**config.mk**
```make
export PLATFORM = sky130hd
export DESIGN_NAME = game_flow_ctrl_flat
export DESIGN_NICKNAME = d
export VERILOG_FILES = /design/src/rtl/game_flow_ctrl_if.sv /design/src/rtl/game_flow_ctrl.sv /design/src/flat_wrapper.sv
export SDC_FILE = /design/constraint.sdc
export NUM_CORES = 1
export LEC_CHECK = 0
export BUFFER_PORTS_ARGS = -buffer_cell sky130_fd_sc_hd__buf_2
export CAP_MARGIN = 0
export CORE_ASPECT_RATIO = 0.5
export CORE_MARGIN = 10
export CORE_UTILIZATION = 40
export CTS_BUF_LIST = sky130_fd_sc_hd__clkbuf_2 sky130_fd_sc_hd__clkbuf_4 sky130_fd_sc_hd__clkbuf_8
export CTS_CLUSTER_SIZE = 12
export DETAILED_ROUTE_END_ITERATION = 10
export SLEW_MARGIN = 20
export SYNTH_ARGS = -nofsm -noshare
export SYNTH_HDL_FRONTEND = slang
export SYNTH_SLANG_ARGS = --single-unit
```
**constraint.sdc**
```tcl
create_clock -name clk -period 2.9 [get_ports clk]
set_input_delay 0.58 -clock clk [delete_from_list [all_inputs] [get_ports clk]]
set_output_delay 0.58 -clock clk [all_outputs]
set_load 0.01 [all_outputs]
```
**src/rtl/game_flow_ctrl_if.sv**
```systemverilog
// Handshake bundle between the game datapath and the game-flow sequencer.
// The datapath side is the master; the sequencer is the slave.
interface game_flow_ctrl_if #(
  parameter int NUM_LEVELS = 4
);
  localparam int LW = $clog2(NUM_LEVELS);

  logic          game_over;
  logic          cmd_done;
  logic          diff;
  logic          mode_pb;
  logic          pause_pb;
  logic          init_cycle;
  logic          enable_loop;
  logic          en_update;
  logic          paused;
  logic          sync_reset;
  logic [LW-1:0] level;
  logic          timeout_err;
  logic [2:0]    state_o;

  modport master (
    output game_over, cmd_done, diff, mode_pb, pause_pb,
    input  init_cycle, enable_loop, en_update, paused, sync_reset,
           level, timeout_err, state_o
  );

  modport slave (
    input  game_over, cmd_done, diff, mode_pb, pause_pb,
    output init_cycle, enable_loop, en_update, paused, sync_reset,
           level, timeout_err, state_o
  );
endinterface

```
**src/rtl/game_flow_ctrl.sv**
```systemverilog
// Game-flow sequencer: display init, main loop, difficulty update, pause and
// game-over/restart, with a cmd_done watchdog and a restart hold-off in OVER.
module game_flow_ctrl #(
  parameter int SYNC_STAGES = 2,
  parameter int CMD_TIMEOUT = 1000000,
  parameter int NUM_LEVELS  = 4,
  parameter int OVER_HOLD   = 50000
) (
  input logic            clk,
  input logic            nrst,
  game_flow_ctrl_if.slave bus
);
  localparam int LW  = $clog2(NUM_LEVELS);
  localparam int WDW = (CMD_TIMEOUT > 1) ? $clog2(CMD_TIMEOUT) : 1;
  localparam int HW  = (OVER_HOLD > 0) ? $clog2(OVER_HOLD + 1) : 1;

  localparam logic [WDW-1:0] WDOG_LAST = WDW'((CMD_TIMEOUT > 0) ? CMD_TIMEOUT - 1 : 0);
  localparam logic [HW-1:0]  HOLD_MAX  = HW'(OVER_HOLD);
  localparam logic [LW-1:0]  LEVEL_MAX = LW'(NUM_LEVELS - 1);

  typedef enum logic [2:0] {
    S_INIT   = 3'd0,
    S_LOOP   = 3'd1,
    S_UPDATE = 3'd2,
    S_PAUSE  = 3'd3,
    S_OVER   = 3'd4
  } state_t;

  state_t state, state_nxt;

  logic [SYNC_STAGES-1:0] mode_sync, pause_sync;
  logic                   mode_dly, pause_dly;
  logic                   mode_edge, pause_edge;

  logic [WDW-1:0] wdog;
  logic [HW-1:0]  hold;
  logic [LW-1:0]  level;
  logic           timeout_err;

  logic wdog_expire, hold_done;
  logic level_inc, level_clr, err_set, err_clr, wdog_restart;

  // Raw buttons are asynchronous: a flop chain settles them, the extra delay
  // flop turns a held press into a single rising-edge pulse.
  always_ff @(posedge clk or negedge nrst) begin
    if (!nrst) begin
      mode_sync  <= '0;
      pause_sync <= '0;
      mode_dly   <= 1'b0;
      pause_dly  <= 1'b0;
    end else begin
      // NOTE: sequential state uses non-blocking assignments so every flop
      // samples the pre-edge value and the chain shifts by exactly one stage.
      mode_sync  <= {mode_sync[SYNC_STAGES-2:0], bus.mode_pb};
      pause_sync <= {pause_sync[SYNC_STAGES-2:0], bus.pause_pb};
      mode_dly   <= mode_sync[SYNC_STAGES-1];
      pause_dly  <= pause_sync[SYNC_STAGES-1];
    end
  end

  assign mode_edge  = mode_sync[SYNC_STAGES-1] & ~mode_dly;
  assign pause_edge = pause_sync[SYNC_STAGES-1] & ~pause_dly;

  // cmd_done arriving in the last watchdog cycle still counts as on time.
  assign wdog_expire = (CMD_TIMEOUT != 0) && (wdog == WDOG_LAST) && !bus.cmd_done;
  assign hold_done   = (hold == HOLD_MAX);

  always_comb begin
    // NOTE: every always_comb output gets a default first so no path can
    // leave it unassigned and infer a latch.
    state_nxt    = state;
    level_inc    = 1'b0;
    level_clr    = 1'b0;
    err_set      = 1'b0;
    err_clr      = 1'b0;
    wdog_restart = 1'b0;
    case (state)
      S_INIT: begin
        if (bus.cmd_done) begin
          state_nxt = S_LOOP;
        end else if (wdog_expire) begin
          err_set      = 1'b1;
          wdog_restart = 1'b1;
        end
      end
      S_LOOP: begin
        if (bus.game_over) begin
          state_nxt = S_OVER;
        end else if (bus.diff) begin
          state_nxt = S_UPDATE;
          level_inc = 1'b1;
        end else if (pause_edge) begin
          state_nxt = S_PAUSE;
        end
      end
      S_UPDATE: begin
        if (bus.game_over) begin
          state_nxt = S_OVER;
        end else if (bus.cmd_done) begin
          state_nxt = S_LOOP;
        end else if (wdog_expire) begin
          state_nxt = S_INIT;
          err_set   = 1'b1;
        end
      end
      S_PAUSE: begin
        if (bus.game_over) begin
          state_nxt = S_OVER;
        end else if (pause_edge) begin
          state_nxt = S_LOOP;
        end
      end
      S_OVER: begin
        // Early presses are simply dropped; only an edge after the hold-off restarts.
        if (mode_edge && hold_done) begin
          state_nxt = S_INIT;
          level_clr = 1'b1;
          err_clr   = 1'b1;
        end
      end
      default: state_nxt = S_INIT;
    endcase
  end

  always_ff @(posedge clk or negedge nrst) begin
    if (!nrst) begin
      state       <= S_INIT;
      level       <= '0;
      timeout_err <= 1'b0;
      wdog        <= '0;
      hold        <= '0;
    end else begin
      state <= state_nxt;

      if (level_clr) begin
        level <= '0;
      end else if (level_inc && (level != LEVEL_MAX)) begin
        level <= level + 1'b1;
      end

      if (err_clr) begin
        timeout_err <= 1'b0;
      end else if (err_set) begin
        timeout_err <= 1'b1;
      end

      if ((state_nxt != state) || wdog_restart) begin
        wdog <= '0;
      end else if ((CMD_TIMEOUT != 0) && ((state == S_INIT) || (state == S_UPDATE))) begin
        wdog <= wdog + 1'b1;
      end

      if ((state != S_OVER) || (state_nxt != S_OVER)) begin
        hold <= '0;
      end else if (!hold_done) begin
        hold <= hold + 1'b1;
      end
    end
  end

  assign bus.init_cycle  = (state == S_INIT);
  assign bus.enable_loop = (state == S_LOOP);
  assign bus.en_update   = (state == S_UPDATE);
  assign bus.paused      = (state == S_PAUSE);
  assign bus.sync_reset  = (state == S_OVER);
  assign bus.state_o     = state;
  assign bus.level       = level;
  assign bus.timeout_err = timeout_err;
endmodule

```
**src/flat_wrapper.sv**
```systemverilog
// flat-port wrapper written by rule: the top's interface ports become plain ports
module game_flow_ctrl_flat 
#(
  parameter int SYNC_STAGES = 2,
  parameter int CMD_TIMEOUT = 1000000,
  parameter int NUM_LEVELS  = 4,
  parameter int OVER_HOLD   = 50000
)
  (clk, nrst, bus_game_over, bus_cmd_done, bus_diff, bus_mode_pb, bus_pause_pb, bus_init_cycle, bus_enable_loop, bus_en_update, bus_paused, bus_sync_reset, bus_level, bus_timeout_err, bus_state_o);
  game_flow_ctrl_if #(.NUM_LEVELS(NUM_LEVELS)) bus_i ();
  input logic clk;
  input logic nrst;
  input wire logic [$bits(bus_i.game_over)-1:0] bus_game_over;
  input wire logic [$bits(bus_i.cmd_done)-1:0] bus_cmd_done;
  input wire logic [$bits(bus_i.diff)-1:0] bus_diff;
  input wire logic [$bits(bus_i.mode_pb)-1:0] bus_mode_pb;
  input wire logic [$bits(bus_i.pause_pb)-1:0] bus_pause_pb;
  output wire logic [$bits(bus_i.init_cycle)-1:0] bus_init_cycle;
  output wire logic [$bits(bus_i.enable_loop)-1:0] bus_enable_loop;
  output wire logic [$bits(bus_i.en_update)-1:0] bus_en_update;
  output wire logic [$bits(bus_i.paused)-1:0] bus_paused;
  output wire logic [$bits(bus_i.sync_reset)-1:0] bus_sync_reset;
  output wire logic [$bits(bus_i.level)-1:0] bus_level;
  output wire logic [$bits(bus_i.timeout_err)-1:0] bus_timeout_err;
  output wire logic [$bits(bus_i.state_o)-1:0] bus_state_o;
  assign bus_i.game_over = bus_game_over;
  assign bus_i.cmd_done = bus_cmd_done;
  assign bus_i.diff = bus_diff;
  assign bus_i.mode_pb = bus_mode_pb;
  assign bus_i.pause_pb = bus_pause_pb;
  assign bus_init_cycle = bus_i.init_cycle;
  assign bus_enable_loop = bus_i.enable_loop;
  assign bus_en_update = bus_i.en_update;
  assign bus_paused = bus_i.paused;
  assign bus_sync_reset = bus_i.sync_reset;
  assign bus_level = bus_i.level;
  assign bus_timeout_err = bus_i.timeout_err;
  assign bus_state_o = bus_i.state_o;
  game_flow_ctrl #(.SYNC_STAGES(SYNC_STAGES), .CMD_TIMEOUT(CMD_TIMEOUT), .NUM_LEVELS(NUM_LEVELS), .OVER_HOLD(OVER_HOLD)) u_core (.clk(clk), .nrst(nrst), .bus(bus_i));
endmodule
```
* Yosys cells after proc, flatten, opt, wreduce, memory -nomap -nowiden
Index checks and enable logic that the tools add are counted.
** Storage, ports and cells
- Output and inout bits :: 11
- Flip-flop bits (word level) :: 48
- Logic and storage cells :: 67
- Input port bits :: 7
** Cells by class
- Equality and inequality tests :: 11
- Mux-type cells :: 29
- Add/sub/neg operators :: 3
- Bitwise gates (word level) :: 4
- Reduce and logical (&&, ||, !) cells :: 11
** Operator list (count)
- $mux 20 :: 2
- $mux 16 :: 2
- $mux 3 :: 10
- $add 20x1->20 const B :: 1
- $eq 20x20->1 const B :: 1
- $add 16x1->16 const B :: 1
- $eq 16x16->1 const B :: 1
- $pmux 3 s5 :: 1
- $mux 1 :: 11
- $eq 3x2->1 const B :: 2
- $ne 3x3->1 const B :: 2
- $reduce_bool 2->1 :: 3
- $mux 2 :: 2
- $ne 2x2->1 const B :: 2
- $eq 3x1->1 const B :: 1
- $eq 3x3->1 const B :: 1
- $logic_and 1x1->1 :: 3
- $logic_not 3->1 :: 1
- $logic_or 1x1->1 :: 3
- $ne 3x3->1 :: 1
- $add 2x1->2 const B :: 1
- $and 1x1->1 :: 2
- $not 1->1 :: 2
- $pmux 1 s2 :: 1
- $logic_not 1->1 :: 1

* Logic depth before layout (Yosys ltp)
Gate-level depths: netlist of the first run.
- Depth in word-level cells :: 9
- Depth in mapped cells :: 9
- Mapped depth without buffers :: 7

* Least setup slack after synthesis of the first run
OpenSTA, ideal clock, no wires.
- Path type :: register to register
- Start point :: reg u_core.wdog[7]
- End point :: reg u_core.wdog[0]
- Library setup time :: 125 ps
- Cell stages (with the launch flop) :: 7
- Buffers on the path :: 1
- Arrival time :: 1701 ps
- Slack :: 1075 ps
- Clock period less this slack :: 1825 ps
- Data required time :: 2775 ps
- Path through :: dfrtp_1 -> or4b_1 -> nor4_1 -> nand3_1 -> a31oi_2 -> buf_6 -> nor3_1
** On the way
- Word-level cells in the longest chain between the ends :: 9
- Elaborated cells between the ends (all ways) :: 13
- Classes of those cells :: 2 x eq/ne; 8 x mux; 3 x reduce/logical
** RTL lines
- from (decl) :: RTL line game_flow_ctrl.sv:35 : logic [WDW-1:0] wdog;
- from (signal assigned) :: RTL line game_flow_ctrl.sv:150 : wdog <= wdog + 1'b1;
- $eq 20x20->1 (*) :: RTL line game_flow_ctrl.sv:65 : assign wdog_expire = (CMD_TIMEOUT != 0) && (wdog == WDOG_LAST) && !bus.cmd_done;
- $logic_and 1x1->1 (*) :: RTL line game_flow_ctrl.sv:65
- $mux 3 :: RTL line game_flow_ctrl.sv:101 : end else if (wdog_expire) begin
- $mux 3 :: RTL line game_flow_ctrl.sv:99 : end else if (bus.cmd_done) begin
- $mux 3 :: RTL line game_flow_ctrl.sv:97 : if (bus.game_over) begin
- $pmux 3 s5 :: RTL line game_flow_ctrl.sv:77 : case (state)
- $ne 3x3->1 :: RTL line game_flow_ctrl.sv:147 : if ((state_nxt != state) || wdog_restart) begin
- $logic_or 1x1->1 (*) :: RTL line game_flow_ctrl.sv:147
- $mux 20 / $reduce_bool 2->1 (equally long branches)
Every way passes the cells marked *; elsewhere a longest branch is shown, timed or not.
A chain may end at the register's enable or synchronous reset.

* Final worst setup path of the first run
Same ends and word-level chain as after synthesis.

==> summary.txt, run 1 <==
Status
  • Outcome: complete, no violations

Clock network
  • TritonCTS Buffers: 5
  • Root Buffer: clkbuf_8
  • CTS tree: built
  • Clk Latency, worst-skew pair: about 0.3 ns
  • Longest Clk Path Bufs: 2
  • Sink Count: 48
  • Post-CTS resize count: 0
  • H-Tree Depth: 2
  • Postcts setup bufs: 0
  • Cts hold-fix bufs: 0
  • Worst-path clk slew: ~0.09 ns

Finish
  • Final cell count without fillers: ~340
  • Final instance area: roughly 2700 um2
  • Layout cells sized above 1: 0.123
  • Antenna cells: 0
  • Nets: roughly 280
  • Area Overhead vs Synth: 11.1%

Synth
  • Top FF cell, synth: dfrtp_1
  • Synth Area in XOR/XNOR: 0.119
  • Post-synthesis simple-gate area fraction: 0.276
  • Top post-synthesis cells by count: dfrtp_1 (48), nor2_1 (36), xor2_1 (19)
  • Syn nets: 260
  • Most frequent cell after synthesis: dfrtp_1
  • Synth Area in Compound Gates: 0.0501
  • Seq/Total Area, Yosys: 0.495
  • Area leader, netlist: dfrtp_1
  • Post-synthesis adder-cell area fraction: 0.0206
  • Largest cells by area after synthesis: dfrtp_1 (50%), xor2_1 (6.9%), nor2_1 (5.6%), xnor2_1 (5.1%), nor3_1 (3.7%)
  • Ys Warns: 0
  • Multiplexer share of the synthesized area: 0.00826
  • Synthesized area per cell: ~9.7 um2
  • Post-synth top area share: 0.495
  • #FFs+latches synth: 48
  • Mapped Area: about 2400 um2
  • Main combinational cell family by area after synthesis: simple AND/OR/NAND/NOR gates
  • Ys async rst share: 1.00
  • EDFF count, synth: 0
  • Synth Instances: ~250
  • Post-synthesis cell type count: 39

Drt
  • Drt via density: ~5.3
  • DRC: 0
  • Final WL: approximately 4700 um
  • Drt first pass iters: 4
  • Avg WL per Cell: around 14 um
  • DR vias: between 1500 and 2000
  • Antenna Nets Post-Route: 0
  • 1st-iter DRT viols: about 120

STA
  • # setup viols final: 0
  • Final worst slack: roughly 0.58 ns
  • Hold Fails Final Rpt: 0
  • Relative max-transition margin: 0.539
  • Final worst path period need: about 2.3 ns
  • Final period util: 0.799
  • FMAX: approximately 0.43 GHz
  • Worst-Margin Slew: a little under 0.7 ns
  • Max Slew Vio Count: 0
  • RSZ-0062 raised after global routing: false
  • Clk_skew: approximately 0.010 ns
  • Setup TNS Final: 0 ns

Power
  • Power Density: roughly 440 nW/um2
  • Max VDD drop: around 240 uV
  • Leakage: 1.14 nW
  • Total Power: 1.18 mW

Placement
  • # placed instances: ~330
  • Placed Area: ~2600 um2
  • Placer Congestion: approximately 0.79
  • DP HPWL: ~3400 um
  • Pre-CTS setup slack: about 0.60 ns
  • Port Buf Inserts: 17

Global route
  • Initial antenna violation count: 0
  • GRT Total Usage: 0.108
  • Final global-route overflow total: 0
  • First-pass GRT wire length: around 8600 um
  • Largest net degree at the start of global routing: 32
  • Number of global-route vias before repair: around 1800

Setup path
  • Top cell family by delay on the critical path: simple AND/OR/NAND/NOR gates
  • Critical path class: register to register
  • Crit-path max cell delay: roughly 0.57 ns
  • Startpoint Class: register
  • Critical Path RT: about 3.1 ns
  • WP data arrival: ~2.5 ns
  • Slowest CP cell: a31oi_2
  • CP endpoint kind: register
  • CP max FO: 11
  • Reg2reg setup slack: 0.58 ns
  • CP Cell Sequence: or4b_1, nor4_1, nand3_1, a31oi_2, nor3_1
  • CP bufs+invs: 0

Die
  • Die outline height: 75.1 um
  • Die footprint: around 10000 um2
  • Ports: 18
  • Core area: around 5700 um2
  • Row count: 19
  • Initial core utilization: 0.427
  • Die Span X: approximately 130 um

Min path
  • Hold Crit Class: input port to asynchronous set/reset pin

Job
  • Max-Cap Viols: 0
cells in the final DEF (no fill, tap or decap), types with 7 or more instances in the layout:
| master | netlist | final |
|---|---|---|
| nor3_1 | 18 | 18 |
| nand3_1 | 8 | 8 |
| nand2_1 | 18 | 18 |
| nor2_1 | 36 | 36 |
| inv_1 | 7 | 7 |
| nand4_1 | 11 | 11 |
| xnor2_1 | 14 | 14 |
| xor2_1 | 19 | 19 |
| dfrtp_1 | 48 | 48 |
| buf_2 | 6 | 17 |
where the power goes:
group	total (mW)	internal (mW)	leakage (nW)	switching, mW
clock network	0.477	0.255	0.0541	0.222
registers	0.674	0.673	0.585	0.00118
logic	0.0262	0.00683	0.498	0.0193
cells by family (layout without fill, tap and decap cells):
| kind of cell | count (synthesis) | count (layout) |
|---|---|---|
| flops | 48 | 48 |
| fa+ha+maj | 4 | 4 |
| xor+xnor | 33 | 33 |
| mux | 2 | 2 |
| compound gates | 19 | 19 |
| buf+inv | 16 | 36 |
| simple gates | 127 | 127 |
sequential cells by signal, indices dropped and copies added, names as in the netlist:
register / flops
u_core.wdog: 20
u_core.hold: 16
u_core.bus.state_o: 3
u_core.bus.level: 2
u_core.mode_sync: 2
u_core.pause_sync: 2
u_core.bus.timeout_err: 1
u_core.mode_dly: 1
u_core.pause_dly: 1
layer usage:
metal	wire, um	track usage	vias to the layer above
met1	2350	0.140	871
met4	31	0.0334	0
met5	0	0	-
met2	2190	0.176	25
met3	174	0.0238	2
li1	-	-	911
per-stage QoR:
stage,util,hold WS [ns]
after floorplan,-,0.284
after global placement,0.455,0.333
after detailed placement,0.455,0.336
after CTS,0.474,0.342
after global routing,0.474,0.367
final,0.474,0.318
worst register-to-register path, delay by kind of cell, from the launching register on:
| kind | cells | cell delay (ns) |
|---|---|---|
| DFF | 1 | 0.44 |
| and+or+nand+nor | 4 | 1.15 |
| AOI/OAI and AO/OA | 1 | 0.57 |
layout make-up:
type | count | area [um2]
tap | 73 | 91.3
sequential | 48 | 1200
fill | 526 | 2990
multi-input combinational | 185 | 1150
clock buffer | 5 | 68.8
clock inverter | 3 | 42.5
timing repair buffer | 21 | 115
inverter | 7 | 26.3
path summary, 6_finish.rpt:
kind | endpoint | from | depth (start not counted)
setup / recovery | u_core.wdog[0]$_DFFE_PN0P_ | u_core.wdog[7]$_DFFE_PN0P_ | 5
hold / removal | u_core.hold[2]$_DFFE_PN0P_ | nrst | 1
setup reg to reg | u_core.wdog[0]$_DFFE_PN0P_ | u_core.wdog[7]$_DFFE_PN0P_ | 5
hold reg to reg | u_core.pause_sync[1]$_DFF_PN0_ | u_core.pause_sync[0]$_DFF_PN0_ | 0
max in group asynchronous | u_core.hold[13]$_DFFE_PN0P_ | nrst | 2
min in group clk | u_core.pause_sync[1]$_DFF_PN0_ | u_core.pause_sync[0]$_DFF_PN0_ | 0
(Power assumes the default switching activity.)
==> run 2: changes to the inputs <==
==> constraint.sdc (replaced) <==
create_clock -name clk -period 2 [get_ports clk]
set_input_delay 0.4 -clock clk [delete_from_list [all_inputs] [get_ports clk]]
set_output_delay 0.4 -clock clk [all_outputs]
set_load 0.01 [all_outputs]
==> summary.txt, run 2 (same netlist as run 1, synthesis figures left out) <==
Clock network
  • Longest Clk Path Bufs: 2 (unchanged)
  • Root Buffer: clkbuf_8
  • Sink Count: 48 (unchanged)
  • Cts hold-fix bufs: 0 (unchanged)
  • TritonCTS Buffers: 5 (unchanged)
  • CTS tree: built
  • Clk Latency, worst-skew pair: 0.31 ns (about the same)
  • Worst-path clk slew: 0.09 ns (about the same)
  • H-Tree Depth: 2 (unchanged)

Placement
  • Port Buf Inserts: 17 (unchanged)
  • # placed instances: 347 (+3.9%)
  • Pre-CTS setup slack: 0.0520 ns (-0.552 ns)
  • Placer Congestion: 0.806 (+1.8%)
  • DP HPWL: 3600 um (+6.5%)

Power
  • Switching Share: 0.214 (+0.00802)
  • Power Density: 609 nW/um2 (+39%)
  • P_int: 1.36 mW (+45%)
  • Clock Power Share: 0.411 (+0.006)
  • Psw: 0.368 mW (+52%)
  • Max VDD drop: 406 uV (+68%)
  • Total Power: 1.72 mW (+46%)
  • Sequential power share: 0.567 (-0.006)
  • Leakage: 1.21 nW (+6.7%)
  • Comb pwr share: 0.022 (about the same)

STA
  • Final worst slack: 0.0785 ns (-0.503 ns)
  • # setup viols final: 0 (unchanged)
  • Hold Slack: 0.0248 ns (-0.293 ns)
  • Final worst path period need: 1.92 ns (-0.397 ns)
  • Setup TNS Final: 0 ns (unchanged)
  • Relative max-transition margin: 0.702 (+0.163)
  • Hold Fails Final Rpt: 0 (unchanged)
  • Max Slew Vio Count: 0 (unchanged)
  • Final period util: 0.961 (+0.161)
  • Clk_skew: 0.00526 ns (-0.00524 ns)
  • FMAX: 0.520 GHz (+21%)
  • Worst-Margin Slew: 0.446 ns (-0.245 ns)

Setup path
  • Critical path class: register to register
  • CP endpoint kind: register
  • Worst R2R Path Depth: 6 (+1)
  • Reg2reg setup slack: 0.08 ns (-0.50 ns)
  • Crit-path max cell delay: 0.54 ns (-0.03 ns)
  • WP data arrival: 2.12 ns (-0.35 ns)
  • CP Cell Sequence: or4b_1, nor4_2, nand3_1, a31oi_2, buf_6, nor3_1
  • Critical Path RT: 2.20 ns (-0.85 ns)
  • CP max FO: 11 (unchanged)
  • Reg-to-reg startpoint: u_core.wdog[7]$_DFFE_PN0P_
  • R2r endpoint: u_core.wdog[1]$_DFFE_PN0P_
  • Startpoint Class: register
  • Slowest CP cell: or4b_1

Finish
  • Most common cell after layout, fill and taps aside: dfrtp_1
  • Number of flip-flops in the largest register: 20 (unchanged)
  • Final cell count without fillers: 356 (+4.1%)
  • Layout cells sized above 1: 0.180 (+0.0575)
  • Nets: 293 (+5.0%)
  • Most frequent cells in the layout: dfrtp_1 (47), nor2_1 (36), xor2_1 (19), nand2_1 (18), buf_2 (17)
  • Antenna cells: 0 (unchanged)
  • Fillers: 521 (-0.95%)
  • Area Overhead vs Synth: 16.8%
  • Reg with most FFs: u_core.wdog

Drt
  • Drt via density: 5.25 (-0.69%)
  • Avg WL per Cell: 13.8 um (-0.59%)
  • Antenna Nets Post-Route: 0 (unchanged)
  • 1st-iter DRT viols: 94 (-24%)
  • Final WL: 4910 um (+3.5%)
  • DR vias: 1870 (+3.4%)
  • DRC: 0 (unchanged)
  • Drt first pass iters: 4 (unchanged)

Global route
  • Final global-route overflow total: 0 (unchanged)
  • Number of global-route vias before repair: 1816 (-1.1%)
  • First-pass GRT wire length: 8650 um (+0.72%)
  • Largest net degree at the start of global routing: 21 (-34%)
  • Initial antenna violation count: 0 (unchanged)
  • GRT Total Usage: 0.111 (+0.00308)

Die
  • Row count: 19 (unchanged)
  • Ports: 18 (unchanged)
  • Die Span X: 130 um (unchanged)
  • Die footprint: 9770 um2 (unchanged)
  • Initial core utilization: 0.427 (unchanged)
  • Core area: 5680 um2 (unchanged)
  • Die outline height: 75.1 um (unchanged)

Min path
  • Hold Crit Class: input port to asynchronous set/reset pin

Job
  • Max-Cap Viols: 0 (unchanged)

Status
  • Outcome: complete, no violations
run 2: layout make-up:
cell class | count | area [um2] | area share
Timing Repair Buffer | 35 | 236 | 0.0835
Inverter | 7 | 26.3 | 0.00928
Clock inverter | 3 | 42.5 | 0.0150
Sequential cell | 48 | 1200 | 0.424
Clock buffer | 5 | 68.8 | 0.0243
Tap cell | 73 | 91.3 | 0.0322
Multi-Input combinational cell | 185 | 1160 | 0.411
run 2: critical path: cells and delay by family (launching register included):
kind                   cells  cell delay, ns
flip-flops                 1            0.38
AO/OA/AOI/OAI              1            0.19
AND/OR/NAND/NOR            4            1.07
buffers and inverters      1            0.17
run 2: worst max-delay path by stage:
stage | start | end | cells past startpoint
6_report | u_core.wdog[7]$_DFFE_PN0P_ | u_core.wdog[1]$_DFFE_PN0P_ | 6
3_3_place_gp | u_core.wdog[6]$_DFFE_PN0P_ | u_core.wdog[9]$_DFFE_PN0P_ | 6
3_5_place_dp | u_core.wdog[7]$_DFFE_PN0P_ | u_core.wdog[0]$_DFFE_PN0P_ | 6
2_1_floorplan | u_core.wdog[7]$_DFFE_PN0P_ | u_core.wdog[0]$_DFFE_PN0P_ | 6
4_1_cts | u_core.wdog[7]$_DFFE_PN0P_ | u_core.wdog[9]$_DFFE_PN0P_ | 6
5_1_grt | u_core.wdog[13]$_DFFE_PN0P_ | u_core.wdog[1]$_DFFE_PN0P_ | 6
run 2: power groups by stage:
stage	registers (mW)	clock network [mW]	logic [mW]
2_1_floorplan	0.997	0	0.00614
3_3_place_gp	0.997	0	0.0396
3_5_place_dp	0.997	0	0.0398
4_1_cts	0.978	0.729	0.0399
5_1_grt	0.978	0.779	0.0453
6_report	0.977	0.708	0.0384
run 2: metal layers:
layer	vias to the layer above	wire (um)	track usage
li1	932	-	-
met1	896	2430	0.145
met2	32	2210	0.170
met3	10	170	0.0266
met4	0	96	0.0545
met5	-	0	0
run 2: through the flow:
| stage | util | area, um2 |
|---|---|---|
| global placement | 0.474 | 2690 |
| floorplan | - | 2420 |
| detailed placement | 0.474 | 2690 |
| finish | 0.499 | 2830 |
| CTS | 0.494 | 2800 |
| global route | 0.499 | 2830 |
run 2: repair_timing:
| item | 4_1_cts | 5_1_grt |
|---|---|---|
| gates resized for setup | 0 | 5 |
| setup buffers | 0 | 1 |
| setup endpoints to repair | 0 | 12 |
